===== src/rtl/rx_line_assembler.sv =====
// rx_line_assembler: gathers ASCII digits into a line buffer and commits the line to the FIFO on CR.
// Optional macro RX_BACKSPACE_EN adds backspace/delete editing while collecting.
module rx_line_assembler #(
   parameter int DEPTH = 16,
   parameter int LEN_W = 5
) (
   input  logic             clk,
   input  logic             reset,
   input  logic [7:0]       iRX_DATA,
   input  logic             iRX_VALID,
   input  logic             iFIFO_FULL,
   output logic             oWR_EN,
   output logic [7:0]       oWR_DATA,
   output logic             oCLEAN,
   output logic             oFINISH,
   output logic [LEN_W-1:0] oLINE_LEN,
   output logic             oOVERFLOW,
   output logic             oBUSY
);

   localparam logic [1:0] ST_COLLECT = 2'd0;
   localparam logic [1:0] ST_FLUSH   = 2'd1;
   localparam logic [1:0] ST_DONE    = 2'd2;

   localparam int               IDX_W   = $clog2(DEPTH);
   localparam logic [LEN_W-1:0] DEPTH_L = LEN_W'(DEPTH);

   logic [1:0]       r_state;
   logic [LEN_W-1:0] r_count;
   logic [LEN_W-1:0] r_rd_idx;
   logic [LEN_W-1:0] r_line_len;
   logic             r_overflow;
   logic             r_clean;
   logic [7:0]       r_buf [DEPTH];

   logic w_is_digit;
   logic w_is_clear;
   logic w_is_cr;
   logic w_has_room;
   logic w_collect_rx;
   logic w_store;
   logic w_flush;
   logic w_last;

   assign w_is_digit   = (iRX_DATA >= 8'h30) && (iRX_DATA <= 8'h39);
   assign w_is_clear   = (iRX_DATA == 8'h43) || (iRX_DATA == 8'h63);
   assign w_is_cr      = (iRX_DATA == 8'h0D);
   assign w_has_room   = (r_count < DEPTH_L);
   assign w_collect_rx = (r_state == ST_COLLECT) && iRX_VALID;
   assign w_store      = w_collect_rx && w_is_digit && w_has_room;
   assign w_flush      = (r_state == ST_FLUSH);
   assign w_last       = (r_rd_idx == r_count - 1'b1);

`ifdef RX_BACKSPACE_EN
   logic w_is_bs;
   assign w_is_bs = (iRX_DATA == 8'h08) || (iRX_DATA == 8'h7F);
`endif

   // Write enable is gated combinationally so a full FIFO never sees a strobe.
   assign oWR_EN    = w_flush && !iFIFO_FULL;
   assign oWR_DATA  = w_flush ? r_buf[r_rd_idx[IDX_W-1:0]] : 8'h00;
   assign oCLEAN    = r_clean;
   assign oFINISH   = (r_state == ST_DONE);
   assign oLINE_LEN = r_line_len;
   assign oOVERFLOW = r_overflow;
   assign oBUSY     = (r_state != ST_COLLECT);

   always_ff @(posedge clk) begin
      if (w_store) begin
         r_buf[r_count[IDX_W-1:0]] <= iRX_DATA;
      end
   end

   always_ff @(posedge clk or posedge reset) begin
      if (reset) begin
         r_state    <= ST_COLLECT;
         r_count    <= '0;
         r_rd_idx   <= '0;
         r_line_len <= '0;
         r_overflow <= 1'b0;
         r_clean    <= 1'b0;
      end else begin
         r_clean <= 1'b0;
         case (r_state)
            ST_COLLECT: begin
               if (iRX_VALID) begin
                  if (w_is_digit) begin
                     if (w_has_room) begin
                        r_count <= r_count + 1'b1;
                     end else begin
                        r_overflow <= 1'b1;
                     end
                  end else if (w_is_clear) begin
                     r_count    <= '0;
                     r_overflow <= 1'b0;
                     r_clean    <= 1'b1;
                  end else if (w_is_cr) begin
                     if (r_count != '0) begin
                        r_rd_idx <= '0;
                        r_state  <= ST_FLUSH;
                     end
                  end
`ifdef RX_BACKSPACE_EN
                  else if (w_is_bs) begin
                     if (r_count != '0) begin
                        r_count <= r_count - 1'b1;
                     end
                  end
`endif
               end
            end
            ST_FLUSH: begin
               // rd_idx only moves on an accepted write, so a stall simply holds.
               if (!iFIFO_FULL) begin
                  r_rd_idx <= r_rd_idx + 1'b1;
                  if (w_last) begin
                     r_state <= ST_DONE;
                  end
               end
            end
            ST_DONE: begin
               r_line_len <= r_count;
               r_count    <= '0;
               r_state    <= ST_COLLECT;
            end
            default: begin
               r_state <= ST_COLLECT;
            end
         endcase
      end
   end

endmodule


===== config.mk =====
export PLATFORM = sky130hd
export DESIGN_NAME = rx_line_assembler
export DESIGN_NICKNAME = d
export VERILOG_FILES = /design/src/rtl/rx_line_assembler.sv
export SDC_FILE = /design/constraint.sdc
export NUM_CORES = 1
export LEC_CHECK = 0
export ABC_CLOCK_PERIOD_IN_PS = 2500
export CORE_ASPECT_RATIO = 0.8
export CORE_MARGIN = 8
export CORE_UTILIZATION = 31
export CTS_CLUSTER_SIZE = 30
export DETAILED_ROUTE_END_ITERATION = 6
export HOLD_SLACK_MARGIN = 0.1
export MAX_ROUTING_LAYER = met4
export PLACE_DENSITY_LB_ADDON = 0.05
export SYNTH_ARGS = -nofsm -noshare
export SYNTH_HDL_FRONTEND = slang
export SYNTH_SLANG_ARGS = --single-unit

===== constraint.sdc =====
create_clock -name clk -period 2.5 [get_ports clk]
set_input_delay 0.5 -clock clk [delete_from_list [all_inputs] [get_ports clk]]
set_output_delay 0.5 -clock clk [all_outputs]
set_load 0.01 [all_outputs]

======== Yosys cells after proc, flatten, opt, wreduce, memory -nomap -nowiden ========
Memories as Yosys holds them, arrays and structs flattened.
Cells that the tools add are included.
storage, ports and cells
  word-level logic and storage cells ...... 76
  bits in writable memories ............... 128
  memories ................................ 1
  bits in registers ....................... 19
operators by class
  reductions and logical operators ........ 17
  $lt $le $gt $ge ......................... 3
  equality and inequality tests ........... 16
  $add $sub $neg .......................... 3
  muxes and demuxes ....................... 30
memory list
  memory  words  bits a word  read ports  clocked after memory_dff  wr ports  line  text
  r_buf   16     8            1           0                         1         34    logic [7:0] r_buf [DEPTH];
operators by type and width
  operator                                               count
  two-way mux 5 bit                                      10
  case mux 5 bit (2 select lines)                        2
  equality test 8 x 7 -> 1 bit, second input constant    2
  two-way mux 2 bit                                      7
  AND reduction 7 bit                                    2
  inequality test 2 bit, second input constant           6
  adder 5 x 1 -> 5 bit, second input constant            2
  two-way mux 1 bit                                      9
  equality test 8 x 4 -> 1 bit, second input constant    1
  >= comparator 8 x 6 -> 1 bit, second input constant    1
  <= comparator 8 x 6 -> 1 bit, second input constant    1
  two-way mux 8 bit                                      1
  AND reduction 4 bit                                    2
  nonzero test 2 bit                                     4
  inequality test 3 bit, second input constant           2
  equality test 5 bit                                    1
  logical AND 1 bit                                      5
  less-than comparator 5 bit, second input constant      1
  nonzero test 5 bit                                     1
  subtractor 5 x 1 -> 5 bit, second input constant       1
  inequality test 2 x 1 -> 1 bit, second input constant  2
  case mux 2 bit (2 select lines)                        1
  equality test 2 x 1 -> 1 bit, second input constant    1
  equality test 2 bit, second input constant             1
  other kinds (3)                                        3

======== Logic depth before layout (Yosys ltp) ========
  depth in word-level cells ............... 7
  depth in mapped cells ................... 6

======== Least setup slack after synthesis ========
OpenSTA, ideal clock, no wires.
  path kind ............................... input to register
  from .................................... input port iRX_VALID
  to ...................................... memory r_buf[3][0] (enable)
  setup slack ............................. 233 ps
  cell stages on the path ................. 4
  arrival ................................. 1883 ps
  cells stage by stage .................... or3b_4 nor3_2 nand3_1 nor3_1
between the ends
  word-level cells in the longest chain between the ends .. 5
ends and longest elaborated chain
  what                                     line  text
  start, declared                          10    input logic iRX_VALID,
  logical AND 1 bit                        49    assign w_collect_rx = (r_state == ST_COLLECT) && iRX_VALID;
  logical AND 1 bit (2 in series)          50    assign w_store = w_collect_rx && w_is_digit && w_has_room;
  two-way mux 1 bit                        69    if (w_store) begin
  two-way mux 1 bit (implied by the code)  70    r_buf[r_count[IDX_W-1:0]] <= iRX_DATA;
  end, declared                            34
No other way between the ends.

======== Final worst setup path ========
  from .................................... register r_rd_idx[0]
  to ...................................... output port oWR_DATA[2]
between the ends
  word-level cells in the longest chain between the ends .. 2
ends and longest elaborated chain
  what                    line  text
  start, declared         30    logic [LEN_W-1:0] r_rd_idx;
  start signal, assigned  115   r_rd_idx <= r_rd_idx + 1'b1;
  memory (16 x 8 bit)     n/a
  two-way mux 8 bit       61    assign oWR_DATA = w_flush ? r_buf[r_rd_idx[IDX_W-1:0]] : 8'h00;
  end, declared           13    output logic [7:0] oWR_DATA,
No other way between the ends.

==> flow_metrics.tcl <==
set metrics [dict create \
    cts_hold_buffers 0 \
    path_cells "buf_4 -> buf_12 -> mux4_2 -> a22oi_2 -> a21oi_2 -> buf_2" \
    synth_nets 354 \
    fin_hold_ws_ns 0.381 \
    fin_ws_ns -0.165 \
    overflow 0 \
    start_util_pct 31.8 \
    cellPowerDensity_nw_per_um2 865 \
    end_kind "output pin" \
    vias_per_cell 4.85 \
    yosys-top-cells-area "edfxtp_1 63%, mux4_2 12%, dfrtp_1 7.8%" \
    arrival_ns 2.17 \
    wl_um 16700 \
    critPathMaxStageDelay_ns 0.51 \
    drcViolationCount 0 \
    num_vias 3440 \
    seq_power_share_pct 40.4 \
    fin_skew_ns 0.0112 \
    start_kind "flop" \
    track_usage_pct 14.9 \
    period_share_pct 107 \
    holdCritPathClass "input pin to asynchronous set/reset pin" \
    cts_tree "done" \
    dr.pass1.iters 4 \
    worstPathMaxFanout 5 \
    synth_top_flop_cell "edfxtp_1" \
    grt_pass1_vias 3560 \
    gp_congestion 0.734 \
    final-setup-viol-count 8 \
    syn-cell-area_um2 6060 \
    finalHoldViolCount 0 \
    portBuffers 29 \
    grt_max_degree 37 \
    synth_cell_types 47 \
    synth_edf_count 128 \
    maxSlewHeadroom_pct 52.4 \
    criticalPathCategory "flop to output pin" \
    layout-drive-gt1-share_pct 37.4 \
    fill_cells 1733 \
    syn2layout_area_growth_pct 30.8 \
    p_sw_share_pct 26.6 \
    die_w_um 172 \
    slowest_stage "mux4_2" \
    ys_async_sr_fraction_pct 12.9 \
    clockBufferDepth 2 \
    power_frac_comb_pct 23.6 \
    path_delay_family "multiplexers" \
    diodes 0 \
    synthCells 337 \
    dieHeight_um 141 \
    yosys_register_bits 147 \
    io_pins 30 \
    insertion_delay_ns 0.42 \
    coreArea_um2 19100 \
    status "finished with violations" \
    wire_per_inst_um 23.6 \
    p_switching_w 0.00183 \
    clockPowerShare_pct 36.0 \
    vdd_drop_max_mv 0.393 \
    cts_num_sinks 147 \
    max_cap_violations 0 \
    die_area_um2 24300 \
    required_ns 2.00 \
    ant_nets 0 \
    root_buffer "clkbuf_16" \
    p_leak_nw 2.78 \
    fin_nets 456 \
    rows 45 \
    fmax_mhz 375 \
    p_int_w 0.00503 \
    drt-initial-drc-count 293 \
    tightest_slew_ns 0.715 \
    cts_made_buffers 17 \
    violations "setup timing" \
    synth.avg_cell_area_um2 18.0 \
    post-route-min-period_ns 2.67 \
    grt_pass1_wl_um 25000 \
    antenna_found_initial 0 \
    yosysWarningCount 0 \
    dp_hpwl_um 11300 \
    finalMaxSlewViolations 0 \
    final_util_pct 41.5 \
    yosysTopAreaCellShare_pct 63.4 \
    critical_path_buf_inv_count 3 \
    synth_area_leader_cell "edfxtp_1" \
    yosysSeqAreaShare_pct 71.2 \
    rsz0062_at_grt "true" \
    clk_pin_slew_ns 0.07 \
    htreeDepth 4 \
]
[registers in the layout, indices dropped and copies added, names as in the netlist]
register	flops
r_state	2
oCLEAN	1
r_buf	128
oLINE_LEN	5
r_count	5
r_rd_idx	5
oOVERFLOW	1
[worst paths after layout]
path	from	end	slack (ns)	depth (start not counted)
setup / recovery	r_rd_idx[0]	oWR_DATA[2]	-0.17	6
hold / removal	reset	r_state[1]	0.38	2
setup reg to reg	r_state[0]	r_buf[14][7]	0.40	5
hold reg to reg	oLINE_LEN[3]	oLINE_LEN[3]	0.48	2
max in group asynchronous	reset	r_count[3]	1.62	3
min in group clk	oLINE_LEN[3]	oLINE_LEN[3]	0.48	2
[routing by layer]
layer | track usage (%) | routed length [µm]
met5 | - | 0
met1 | 22.3 | 8420
met4 | 3.13 | 118
met2 | 20.1 | 7220
met3 | 3.43 | 968
[cells by family (layout without fill, tap and decap cells)]
group | Yosys count | after routing | share of synthesized area [%]
flip-flops | 147 | 147 | 71.2
AND/OR/NAND/NOR | 73 | 73 | 7.33
AO/OA/AOI/OAI | 46 | 46 | 5.12
multiplexers | 35 | 35 | 12.4
buffers and inverters | 22 | 137 | 1.59
XOR/XNOR | 9 | 9 | 1.30
adder cells (fa/ha/maj) | 5 | 5 | 1.03
[cell usage after synthesis, types with 6 or more instances]
master / instances
clkbuf_1: 6
a22oi_1: 16
inv_1: 7
and3_1: 13
dfrtp_1: 19
nor2_1: 9
nor2b_1: 6
o21ai_0: 8
mux4_2: 32
nand2_1: 15
a21oi_1: 12
edfxtp_1: 128
[through the flow]
step	cell area, µm²	TNS [ns]	instances	power [W]	worst slack, ns
2_1_floorplan	6060	0	337	0.00361	0.233
3_3_place_gp	7150	-30.73	669	0.00411	-0.376
3_5_place_dp	7150	-30.63	669	0.00411	-0.329
4_1_cts	7910	-1.60	708	0.00695	-0.221
5_1_grt	7930	-1.88	710	0.00713	-0.281
6_report	7930	-1.10	710	0.00686	-0.165
[cell usage in the layout, fill, tap and decap left out, drive strengths merged, types with 4 or more instances in the layout]
cell             n
a21oi           12
and3            13
nor2b            6
edfxtp         128
clkdlybuf4s50   21
nor3             6
nand2b           4
inv              8
dfrtp           19
a22oi           16
mux4            32
clkbuf          21
clkinvlp         5
nand3            4
xnor2            4
nand2           15
ha               5
clkinv           4
xor2             5
o21ai            8
nor2             9
buf             76
[cell type report]
class / count / area, µm² / share of cell area, %
timing repair buffer: 98 / 942 / 11.9
sequential: 147 / 4320 / 54.5
clock buffer: 20 / 437 / 5.51
multi-input combinational: 168 / 1750 / 22.0
tap: 258 / 323 / 4.07
inverter: 7 / 26.3 / 0.331
clock inverter: 12 / 133 / 1.67
[power by group through the flow]
stage | combinational (W) | sequential, W | clock (W)
after global routing | 0.00173 | 0.00278 | 0.00262
after floorplan | 0.000823 | 0.00278 | 0
after detailed placement | 0.00129 | 0.00281 | 0
after CTS | 0.00166 | 0.00277 | 0.00253
final | 0.00162 | 0.00277 | 0.00247
after global placement | 0.00129 | 0.00281 | 0
[repair_timing]
| item | CTS | global route |
|---|---|---|
| buffers inserted | 4 | 4 |
| pin swaps | 13 | 8 |
| cloned | 3 | 1 |
| endpoints found under the setup margin | 9 | 13 |
| resized for setup | 56 | 8 |
Power figures use the tool's default switching activity.
